### config.mk
export PLATFORM = sky130hd
export DESIGN_NAME = fft8_frame_ctrl
export DESIGN_NICKNAME = d
export VERILOG_FILES = /design/src/rtl/fft8_frame_ctrl.sv
export SDC_FILE = /design/constraint.sdc
export NUM_CORES = 1
export LEC_CHECK = 0
export CAP_MARGIN = 20
export CORE_AREA = 8 8 225 227
export CTS_CLUSTER_SIZE = 14
export DETAILED_ROUTE_END_ITERATION = 16
export DIE_AREA = 0 0 233 235
export GPL_TIMING_DRIVEN = 0
export PLACE_DENSITY = 0.82
export SLEW_MARGIN = 30
export SYNTH_ARGS = -nofsm -noshare
export SYNTH_HDL_FRONTEND = slang
export SYNTH_SLANG_ARGS = --single-unit
### constraint.sdc
create_clock -name clk -period 31.2 [get_ports clk]
set_input_delay 4.68 -clock clk [delete_from_list [all_inputs] [get_ports clk]]
set_output_delay 4.68 -clock clk [all_outputs]
set_load 0.02 [all_outputs]
### src/rtl/fft8_frame_ctrl.sv
// fft8_frame_ctrl: frame sequencer for the 8-point radix-2 FFT core.
// It gathers 8 serial complex samples and presents them in parallel to the core.
// It then waits PIPE_LAT+1 cycles and captures the core outputs.
// Finally it streams the 8 bins out with a valid/ready handshake.
// Optional feature: define FFT8_FRAME_CNT_EN to add the 16-bit frame_cnt output.
module fft8_frame_ctrl #(
  parameter int DW       = 16,
  parameter int PIPE_LAT = 6
) (
  input  logic            clk,
  input  logic            rst,
  input  logic            abort,
  input  logic            s_valid,
  output logic            s_ready,
  input  logic [DW-1:0]   s_real,
  input  logic [DW-1:0]   s_imag,
  output logic [8*DW-1:0] core_in_real,
  output logic [8*DW-1:0] core_in_imag,
  input  logic [8*DW-1:0] core_out_real,
  input  logic [8*DW-1:0] core_out_imag,
  output logic            m_valid,
  input  logic            m_ready,
  output logic [DW-1:0]   m_real,
  output logic [DW-1:0]   m_imag,
  output logic [2:0]      m_index,
  output logic            m_last,
  output logic            busy
`ifdef FFT8_FRAME_CNT_EN
  ,
  output logic [15:0]     frame_cnt
`endif
);

  typedef enum logic [1:0] {
    ST_FILL  = 2'd0,
    ST_WAIT  = 2'd1,
    ST_DRAIN = 2'd2
  } state_t;

  // Compare value for the latency counter; PIPE_LAT is limited to 1..15.
  localparam logic [3:0] LAT = 4'(PIPE_LAT);

  state_t      state_reg;
  logic [2:0]  wr_idx_reg;
  logic [2:0]  rd_idx_reg;
  logic [3:0]  wait_cnt_reg;
  logic        m_valid_reg;
  logic        m_last_reg;
  logic        busy_reg;

  logic [DW-1:0] inbuf_real_reg  [8];
  logic [DW-1:0] inbuf_imag_reg  [8];
  logic [DW-1:0] outbuf_real_reg [8];
  logic [DW-1:0] outbuf_imag_reg [8];

  // Handshake and capture qualifiers; abort cancels any transfer in its cycle.
  logic s_fire;
  logic m_fire;
  logic capture;

  assign s_ready = (state_reg == ST_FILL) & ~rst;
  assign s_fire  = s_valid & s_ready & ~abort;
  assign m_fire  = m_valid_reg & m_ready & ~abort & ~rst;
  assign capture = (state_reg == ST_WAIT) & (wait_cnt_reg == LAT) & ~abort & ~rst;

  // Input buffer: written in sample order; untouched by abort so core_in stays put.
  always_ff @(posedge clk) begin
    if (rst) begin
      for (int k = 0; k < 8; k++) begin
        inbuf_real_reg[k] <= '0;
        inbuf_imag_reg[k] <= '0;
      end
    end else if (s_fire) begin
      inbuf_real_reg[wr_idx_reg] <= s_real;
      inbuf_imag_reg[wr_idx_reg] <= s_imag;
    end
  end

  // Output buffer: snapshot of all 16 core result words on the capture edge.
  always_ff @(posedge clk) begin
    if (rst) begin
      for (int k = 0; k < 8; k++) begin
        outbuf_real_reg[k] <= '0;
        outbuf_imag_reg[k] <= '0;
      end
    end else if (capture) begin
      for (int k = 0; k < 8; k++) begin
        outbuf_real_reg[k] <= core_out_real[k*DW +: DW];
        outbuf_imag_reg[k] <= core_out_imag[k*DW +: DW];
      end
    end
  end

  // Frame FSM with its indices, latency counter and registered status outputs.
  always_ff @(posedge clk) begin
    if (rst) begin
      state_reg    <= ST_FILL;
      wr_idx_reg   <= '0;
      rd_idx_reg   <= '0;
      wait_cnt_reg <= '0;
      m_valid_reg  <= 1'b0;
      m_last_reg   <= 1'b0;
      busy_reg     <= 1'b0;
    end else if (abort) begin
      state_reg    <= ST_FILL;
      wr_idx_reg   <= '0;
      rd_idx_reg   <= '0;
      wait_cnt_reg <= '0;
      m_valid_reg  <= 1'b0;
      m_last_reg   <= 1'b0;
      busy_reg     <= 1'b0;
    end else begin
      case (state_reg)
        ST_FILL: begin
          if (s_fire) begin
            wr_idx_reg <= wr_idx_reg + 3'd1;
            if (wr_idx_reg == 3'd7) begin
              state_reg    <= ST_WAIT;
              wait_cnt_reg <= '0;
              busy_reg     <= 1'b1;
            end
          end
        end
        ST_WAIT: begin
          wait_cnt_reg <= wait_cnt_reg + 4'd1;
          if (capture) begin
            state_reg   <= ST_DRAIN;
            rd_idx_reg  <= '0;
            m_valid_reg <= 1'b1;
            m_last_reg  <= 1'b0;
          end
        end
        ST_DRAIN: begin
          if (m_fire) begin
            if (rd_idx_reg == 3'd7) begin
              state_reg   <= ST_FILL;
              wr_idx_reg  <= '0;
              rd_idx_reg  <= '0;
              m_valid_reg <= 1'b0;
              m_last_reg  <= 1'b0;
              busy_reg    <= 1'b0;
            end else begin
              rd_idx_reg <= rd_idx_reg + 3'd1;
              m_last_reg <= (rd_idx_reg == 3'd6);
            end
          end
        end
        default: begin
          state_reg   <= ST_FILL;
          m_valid_reg <= 1'b0;
          m_last_reg  <= 1'b0;
          busy_reg    <= 1'b0;
        end
      endcase
    end
  end

  // Parallel view of the input buffer feeding the core.
  genvar gi;
  generate
    for (gi = 0; gi < 8; gi++) begin : g_core_in
      assign core_in_real[gi*DW +: DW] = inbuf_real_reg[gi];
      assign core_in_imag[gi*DW +: DW] = inbuf_imag_reg[gi];
    end
  endgenerate

  // The output bin is selected from registers only, so it holds while stalled.
  assign m_valid = m_valid_reg;
  assign m_real  = outbuf_real_reg[rd_idx_reg];
  assign m_imag  = outbuf_imag_reg[rd_idx_reg];
  assign m_index = rd_idx_reg;
  assign m_last  = m_last_reg;
  assign busy    = busy_reg;

`ifdef FFT8_FRAME_CNT_EN
  logic [15:0] frame_cnt_reg;

  // Completed-frame counter: advances when bin 7 is accepted; abort leaves it alone.
  always_ff @(posedge clk) begin
    if (rst) begin
      frame_cnt_reg <= '0;
    end else if (m_fire && (rd_idx_reg == 3'd7)) begin
      frame_cnt_reg <= frame_cnt_reg + 16'd1;
    end
  end

  assign frame_cnt = frame_cnt_reg;
`endif

endmodule
# Yosys cells after proc, flatten, opt, wreduce, memory -nomap -nowiden
# Memories as Yosys holds them, arrays and structs flattened. A register that Yosys moved wholly into a read port is not among the register bits.
# Cells that the tools add are included.
# totals
reg_bits	15
mem_bits_rw	512
in_bits	293
output_inout_bits	295
elab_cells	130
n_memories	4
# op_classes
n_addsub	3
eq_ne	11
n_mux	62
bitwise	29
reduce_logical	14
# memory_table
name	depth	word_bits	rd	rd_clocked_by_memory_dff	write_ports	line_no	source
inbuf_imag_reg	8	16	8	0	8	52	logic [DW-1:0] inbuf_imag_reg [8];
inbuf_real_reg	8	16	8	0	8	51	logic [DW-1:0] inbuf_real_reg [8];
outbuf_imag_reg	8	16	1	1	8	54	logic [DW-1:0] outbuf_imag_reg [8];
outbuf_real_reg	8	16	1	1	8	53	logic [DW-1:0] outbuf_real_reg [8];
# op_table
operator	n
16-bit two-way mux	18
3-bit two-way mux	12
16-bit OR reduction	2
1-bit two-way mux	18
1-bit bitwise OR	16
3-bit one-hot mux with 2 select lines	2
2-bit two-way mux	5
5-bit AND reduction	2
1-bit AND	9
3-bit equality test (second input constant)	3
1-bit one-hot mux with 3 select lines	3
3-bit AND reduction	3
4-bit two-way mux	2
2-bit != test (second input constant)	4
4-bit one-hot mux with 2 select lines	1
4-bit AND reduction	2
3-bit by 1-bit adder with 3-bit output (second input constant)	2
2-bit one-hot mux with 3 select lines	1
2-bit nonzero test	3
4-bit by 1-bit adder with 4-bit output (second input constant)	1
4-bit by 3-bit equality test with 1-bit output (second input constant)	1
1-bit inverter	4
2-bit by 1-bit equality test with 1-bit output (second input constant)	1
2-bit equality test (second input constant)	1
3 further kinds	3

# Longest topological paths before layout
# Gate-level depths: netlist of run 1.
# logic_depth
depth_word	9
depth_mapped	7
ltp_nobuf	5

# Worst setup path after synthesis of run 1
# No wires, ideal clock.
# synth_timing
path_kind	input to register
from	in abort
to	mem outbuf_imag_reg[0][0] (enable)
setup_time_ns	0.927
arrival_ns	16.572
required_ns	30.273
path_slack_ns	13.701
stages	2
n_path_buf	1
path_cell_list	buf_2 > o21bai_1
# synth_lines
element	line_no	source
start, declared	12	input logic abort,
end, declared	54	

# Final worst setup path of run 1
# layout_timing
from	in rst
to	out s_ready
# layout_between
elab_chain_cells	2
# layout_rtl
element	line_no	source
start, declared	11	input logic rst,
1-bit inverter	61	assign s_ready = (state_reg == ST_FILL) & ~rst;
1-bit AND	61	
end, declared	14	output logic s_ready,
# No other way between the ends.

==> results of run 1 <==
## final cells by class
class	instances	area (um2)
clock inverters	28	241
inverters	5	18.8
clock buffers	66	1420
fillers	3250	16600
diodes	16	40.0
flip-flops and latches	530	15700
plain buffers	89	475
repair buffers	609	6500
well taps	615	769
multi-input cells	766	5330
## metal layers
metal  share of wire  global-route usage  up-vias
met5         0.00092                   0        -
met4           0.038               0.101       10
met3            0.15               0.135      161
met2            0.49               0.471      937
met1            0.32               0.294     7361
li1                -                   -     6344
## power by group
group | internal [uW] | leakage (uW) | total, uW | switching [uW]
logic | 74.1 | 0.00449 | 146 | 72.0
registers | 806 | 0.00541 | 814 | 8.35
clock network | 354 | 0.000807 | 620 | 267
## tightest hold or removal path: stages, from the launching register on
cell     delay, ns
dfxtp_1       0.33
nand2_1       0.07
a21oi_1       0.06
## per-stage QoR
step                setup slack (ns)  cell area [um2]
global route                   19.93            30500
detailed placement             20.02            28800
floorplan                      13.70            21500
global placement                9.71            28100
finish                         20.06            30500
CTS                            20.02            30500
## cell families after synthesis
kind of cell,count (synthesis),share of synthesized area
mux,97,0.0844
compound gates,33,0.0104
fa+ha+maj,7,0.00408
flops,530,0.733
simple gates,629,0.145
buf+inv,94,0.0230
## final timing paths
kind                         from               endpoint  cells after the start
setup / recovery              rst                s_ready                      4
setup reg to reg  wait_cnt_reg[0]  outbuf_real_reg[4][3]                     11
hold / removal               busy                   busy                      2
hold reg to reg              busy                   busy                      2
## cell usage after synthesis (all sizes together)
cell,count
edfxtp,512
nor2,264
and2,192
nand2,74
nor2b,68
mux4,64
buf,53
clkbuf,36
mux2,32
dfxtp,18
o21bai,9
a21oi,7
ha,7
nand3,7
inv,5
nand4,5
o21ai,5
nand2b,4
or2,4
a31oi,2
nand3b,2
nor3,2
o22ai,2
o32ai,2
a211oi,1
a21o,1
a41o,1
mux2i,1
nand4b,1
nor3b,1
nor4,1
nor4b,1
nor4bb,1
o2111ai,1
o221a,1
o311ai,1
or3,1
or4b,1
## layout by cell type (no fill, tap or decap), drive strengths merged, types with 2 or more instances in the layout
master and instances:
buf 77, or2 4, nand4 5, and2 192, ha 7, mux2 32
nand3 7, nor2b 68, edfxtp 512, clkbuf 102, inv 6, clkinvlp 2
bufinv 4, o32ai 2, nand2 74, nor2 264, o21ai 5, o21bai 9
nand3b 2, dfxtp 18, o22ai 2, clkinv 21, a31oi 2, nor3 2
diode 16, clkdlybuf4s50 585, a21oi 7, nand2b 4, mux4 64
==> reports/metrics.yaml, run 1 <==
status: "complete, no violations"
cp.arrival_ns: 6.46
grt_pass1_wl_um: 109000
cap_violations: 0
fin_util: 0.647
fin_cells: 2724
report.power.total_uw: 1580
antenna_found_initial: 17
ir_drop_v: 0.0000617
cts.htree.levels: 2
max_slew_margin: 0.365
period_needed_ns: 11.14
yosysWarnings: 0
num_rows: 80
first_pass_iters: 5
p_per_area_nw_per_um2: 51.8
worstPathMaxFanout: 10
leakagePower_uw: 0.0107
synthToLayoutAreaGrowth_pct: 42.3
finalSetupViolations: 0
io_buffer_count: 585
synthCells: 1390
ctsHoldBuffers: 0
initial_core_util: 0.455
hold_class: "flip-flop to flip-flop"
drv_slew: 0
dieArea_um2: 54800
drt-total-wl_um: 78100
cpLargestDelayFamily: "buffers and inverters"
cts_root_buf: "clkbuf_16"
hold_violations: 0
synth.distinct_cells: 44
seq_area_frac_synth: 0.733
cts_tree: "done"
dr.first_iter.drc_count: 1368
place_hpwl_um: 59300
die_width_um: 233
ios: 588
globalplace.congestion: 0.910
ant_nets: 0
regToRegSetupSlack_ns: 28.20
die_y_um: 235
skew_ns: 0.0121
min_period_over_period: 0.357
cp_slowest_cell: "clkdlybuf4s50_1"
gr-total-overflow: 0
placed_cells: 2614
grt_use_total: 0.277
syn_avg_cell_area_um2: 15.4
hold_ws_ns: 0.508
synth_seq_cells: 530
crit_top_cell: "clkdlybuf4s50_1"
routedWlPerCell_um: 28.7
path_buf_inv: 3
synthesis.area_um2: 21500
core_um2: 47100
numCtsBuffers: 54
vias: 14800
rsz0062_at_grt: "no"
via_per_inst: 5.44
cts_buffer_depth: 3
cts_resized: 0
post_cts.repair.setup_buffers: 0
clock_latency_ns: 0.59
clkSinkCount: 530
synth_top_area_share: 0.717
maxClockFrequency_mhz: 89.8
yosysTopAreaCell: "edfxtp_1"
slowest_delay_ns: 0.67
worstPathCellList: "clkdlybuf4s50_1, clkbuf_1, nor3_1, clkdlybuf4s50_1"
critPathCaptureType: "primary output"
tightest_slew_ns: 0.952
finalSetupTns_ns: 0
grt_pass1_vias: 15600
clkTransAtPathRegs_ns: 0.06
crit_required_ns: 26.52
drive_gt1_frac: 0.119
grt_max_degree: 27
drc_errors: 0
critPathKind: "input pin to primary output"
worstSetupStartpointType: "input pin"
synth_area_leaders: "edfxtp_1, mux4_2, and2_1"
syn_nets: 1690
layout.nets: 2355
No activity file was read; power rests on OpenSTA's default activity.
==> run 2, diff against run 1 <==
--- a/config.mk
+++ b/config.mk
@@ -6,12 +6,12 @@
 export NUM_CORES = 1
 export LEC_CHECK = 0
 export CAP_MARGIN = 20
-export CORE_AREA = 8 8 225 227
+export CORE_MARGIN = 8
+export CORE_UTILIZATION = 48
 export CTS_CLUSTER_SIZE = 14
 export DETAILED_ROUTE_END_ITERATION = 16
-export DIE_AREA = 0 0 233 235
 export GPL_TIMING_DRIVEN = 0
-export PLACE_DENSITY = 0.82
+export PLACE_DENSITY = 0.85
 export SLEW_MARGIN = 30
 export SYNTH_ARGS = -nofsm -noshare
 export SYNTH_HDL_FRONTEND = slang
==> constraint.sdc (replaced) <==
create_clock -name clk -period 10.6 [get_ports clk]
set_input_delay 1.59 -clock clk [delete_from_list [all_inputs] [get_ports clk]]
set_output_delay 1.59 -clock clk [all_outputs]
set_load 0.02 [all_outputs]
==> run 2 against run 1 <==
  * Sequential power grew to 2.9 times the previous value
  * Routed wire length is 0.89% higher
  * Non-clock buffer count is 2 lower
  * Combinational power grew to 2.9 times the previous value
  * Sequential share of layout area is 0.44 points higher
  * Largest power group unchanged
==> reports/metrics.yaml, run 2 (same netlist as run 1, synthesis figures left out) <==
status: "complete, no violations"
clkTransAtPathRegs_ns: 0.06  # about the same
tightest_slew_ns: 1.05  # +0.0995 ns
vias: 15000  # +1.5%
finalSetupTns_ns: 0  # unchanged
seq_area_um2: 15700  # unchanged
ctsHoldBuffers: 0  # unchanged
p_per_area_nw_per_um2: 149  # +190%
grt_max_degree: 27  # unchanged
hold_violations: 0  # unchanged
io_buffer_count: 585  # unchanged
cp_slowest_cell: "clkdlybuf4s50_1"
critPathCaptureType: "primary output"
critPathKind: "input pin to primary output"
routedWlPerCell_um: 29.2  # +1.8%
worstPathCellList: "clkdlybuf4s50_1, clkbuf_1, nor3_1, clkdlybuf4s50_1"
die_width_um: 227  # -2.4%
clkSinkCount: 530  # unchanged
worstSetupStartpointType: "input pin"
cts_buffer_depth: 3  # unchanged
drive_gt1_frac: 0.115  # -0.00434
ant_nets: 0  # unchanged
antenna_found_initial: 18  # +1
cap_violations: 0  # unchanged
mostFrequentLayoutCells: "clkdlybuf4s50_1, edfxtp_1, nor2_1"
fin_util: 0.684  # +0.0370
dieArea_um2: 51700  # -5.5%
min_period_over_period: 0.462
fin_cells: 2700  # -0.88%
cts_tree: "done"
fillers: 2745  # -16%
ios: 588  # unchanged
maxClockFrequency_mhz: 204
drv_slew: 0  # unchanged
ir_drop_v: 0.000140  # +130%
dr.first_iter.drc_count: 1517  # +11%
skew_ns: 0.0153  # +0.00323 ns
cts_root_buf: "clkbuf_16"
cts.htree.levels: 2  # unchanged
period_needed_ns: 4.90
synthToLayoutAreaGrowth_pct: 41.0
cts_resized: 0  # unchanged
report.power.total_uw: 4510  # +190%
clock_latency_ns: 0.60  # about the same
placed_cells: 2589  # -0.96%
crit_required_ns: 9.01  # -17.51 ns
via_per_inst: 5.57  # +2.4%
finalSetupViolations: 0  # unchanged
worstPathMaxFanout: 10  # unchanged
first_pass_iters: 5  # unchanged
cp.arrival_ns: 3.31  # -3.15 ns
drc_errors: 0  # unchanged
num_rows: 77  # -3.8%
initial_core_util: 0.485  # +0.0301
dp_slack_ns: 5.70  # -14.33 ns
multi_input_area_um2: 5330  # unchanged
post_cts.repair.setup_buffers: 0  # unchanged
gr-total-overflow: 0  # unchanged
max_slew_margin: 0.299  # -0.0663
finalWorstSetupSlack_ns: 5.70  # -14.36 ns
leakagePower_uw: 0.0106  # -1.0%
layout_commonest_cell: "clkdlybuf4s50_1"
layout.nets: 2351  # -0.17%
core_um2: 44200  # -6.2%
die_y_um: 227  # -3.2%
grt_pass1_vias: 15700  # +0.64%
globalplace.congestion: 0.891  # -2.1%
hold_class: "flip-flop to flip-flop"
crit_top_cell: "clkdlybuf4s50_1"
numCtsBuffers: 52  # -3.7%
grt_use_total: 0.295  # +0.0181
slowest_delay_ns: 0.62  # -0.05 ns
place_hpwl_um: 59400  # +0.22%
drt-total-wl_um: 78800  # +0.89%
rsz0062_at_grt: "no"
grt_pass1_wl_um: 109000  # -0.42%
-- run 2: cell types whose count changed in the layout (fill, tap and decap cells not counted), sizes merged, moves of 2 or more --
cell	before	now
bufinv	4	0
diode	16	23
clkinvlp	2	0
buf	77	75
clkbuf	102	99
clkinv	21	23
-- run 2: routing by layer --
layer | share of wire | routed length [um] | global-route usage
met5 | 0.00052 | 41 | 0
met2 | 0.50 | 39400 | 0.506
met3 | 0.15 | 11500 | 0.138
met1 | 0.32 | 24900 | 0.311
met4 | 0.036 | 2870 | 0.121
-- run 2: cell type report --
| type | count | area share |
|---|---|---|
| Sequential cell | 530 | 0.520 |
| Timing Repair Buffer | 607 | 0.212 |
| Multi-Input combinational cell | 766 | 0.176 |
| Clock buffer | 63 | 0.0451 |
| Tap cell | 592 | 0.0245 |
| Buffer | 89 | 0.0157 |
| Clock inverter | 25 | 0.00401 |
| Antenna cell | 23 | 0.00190 |
| Inverter | 5 | 0.000620 |
-- run 2: where the power goes --
part	total (uW)	switching [uW]	internal, uW
logic	427	212	215
registers	2400	26.0	2370
clock network	1680	777	907
-- run 2: per-stage QoR --
stage	area [um2]	hold WS, ns
4_1_cts	30200	0.495
3_5_place_dp	28700	0.484
6_report	30300	0.492
5_1_grt	30200	0.520
2_1_floorplan	21500	0.453
3_3_place_gp	28100	0.478
-- run 2: worst paths after layout --
path                startpoint               endpoint  slack (ns)  cells past startpoint
setup / recovery           rst                s_ready        5.70                      4
hold / removal          m_last                 m_last        0.49                      2
setup reg to reg  state_reg[0]  inbuf_imag_reg[0][14]        7.86                      6
hold reg to reg         m_last                 m_last        0.49                      2
-- run 2: worst max-delay path, delay by kind of cell --
family        cells  cell delay (ns)
buf+inv           3             1.62
simple gates      1             0.09
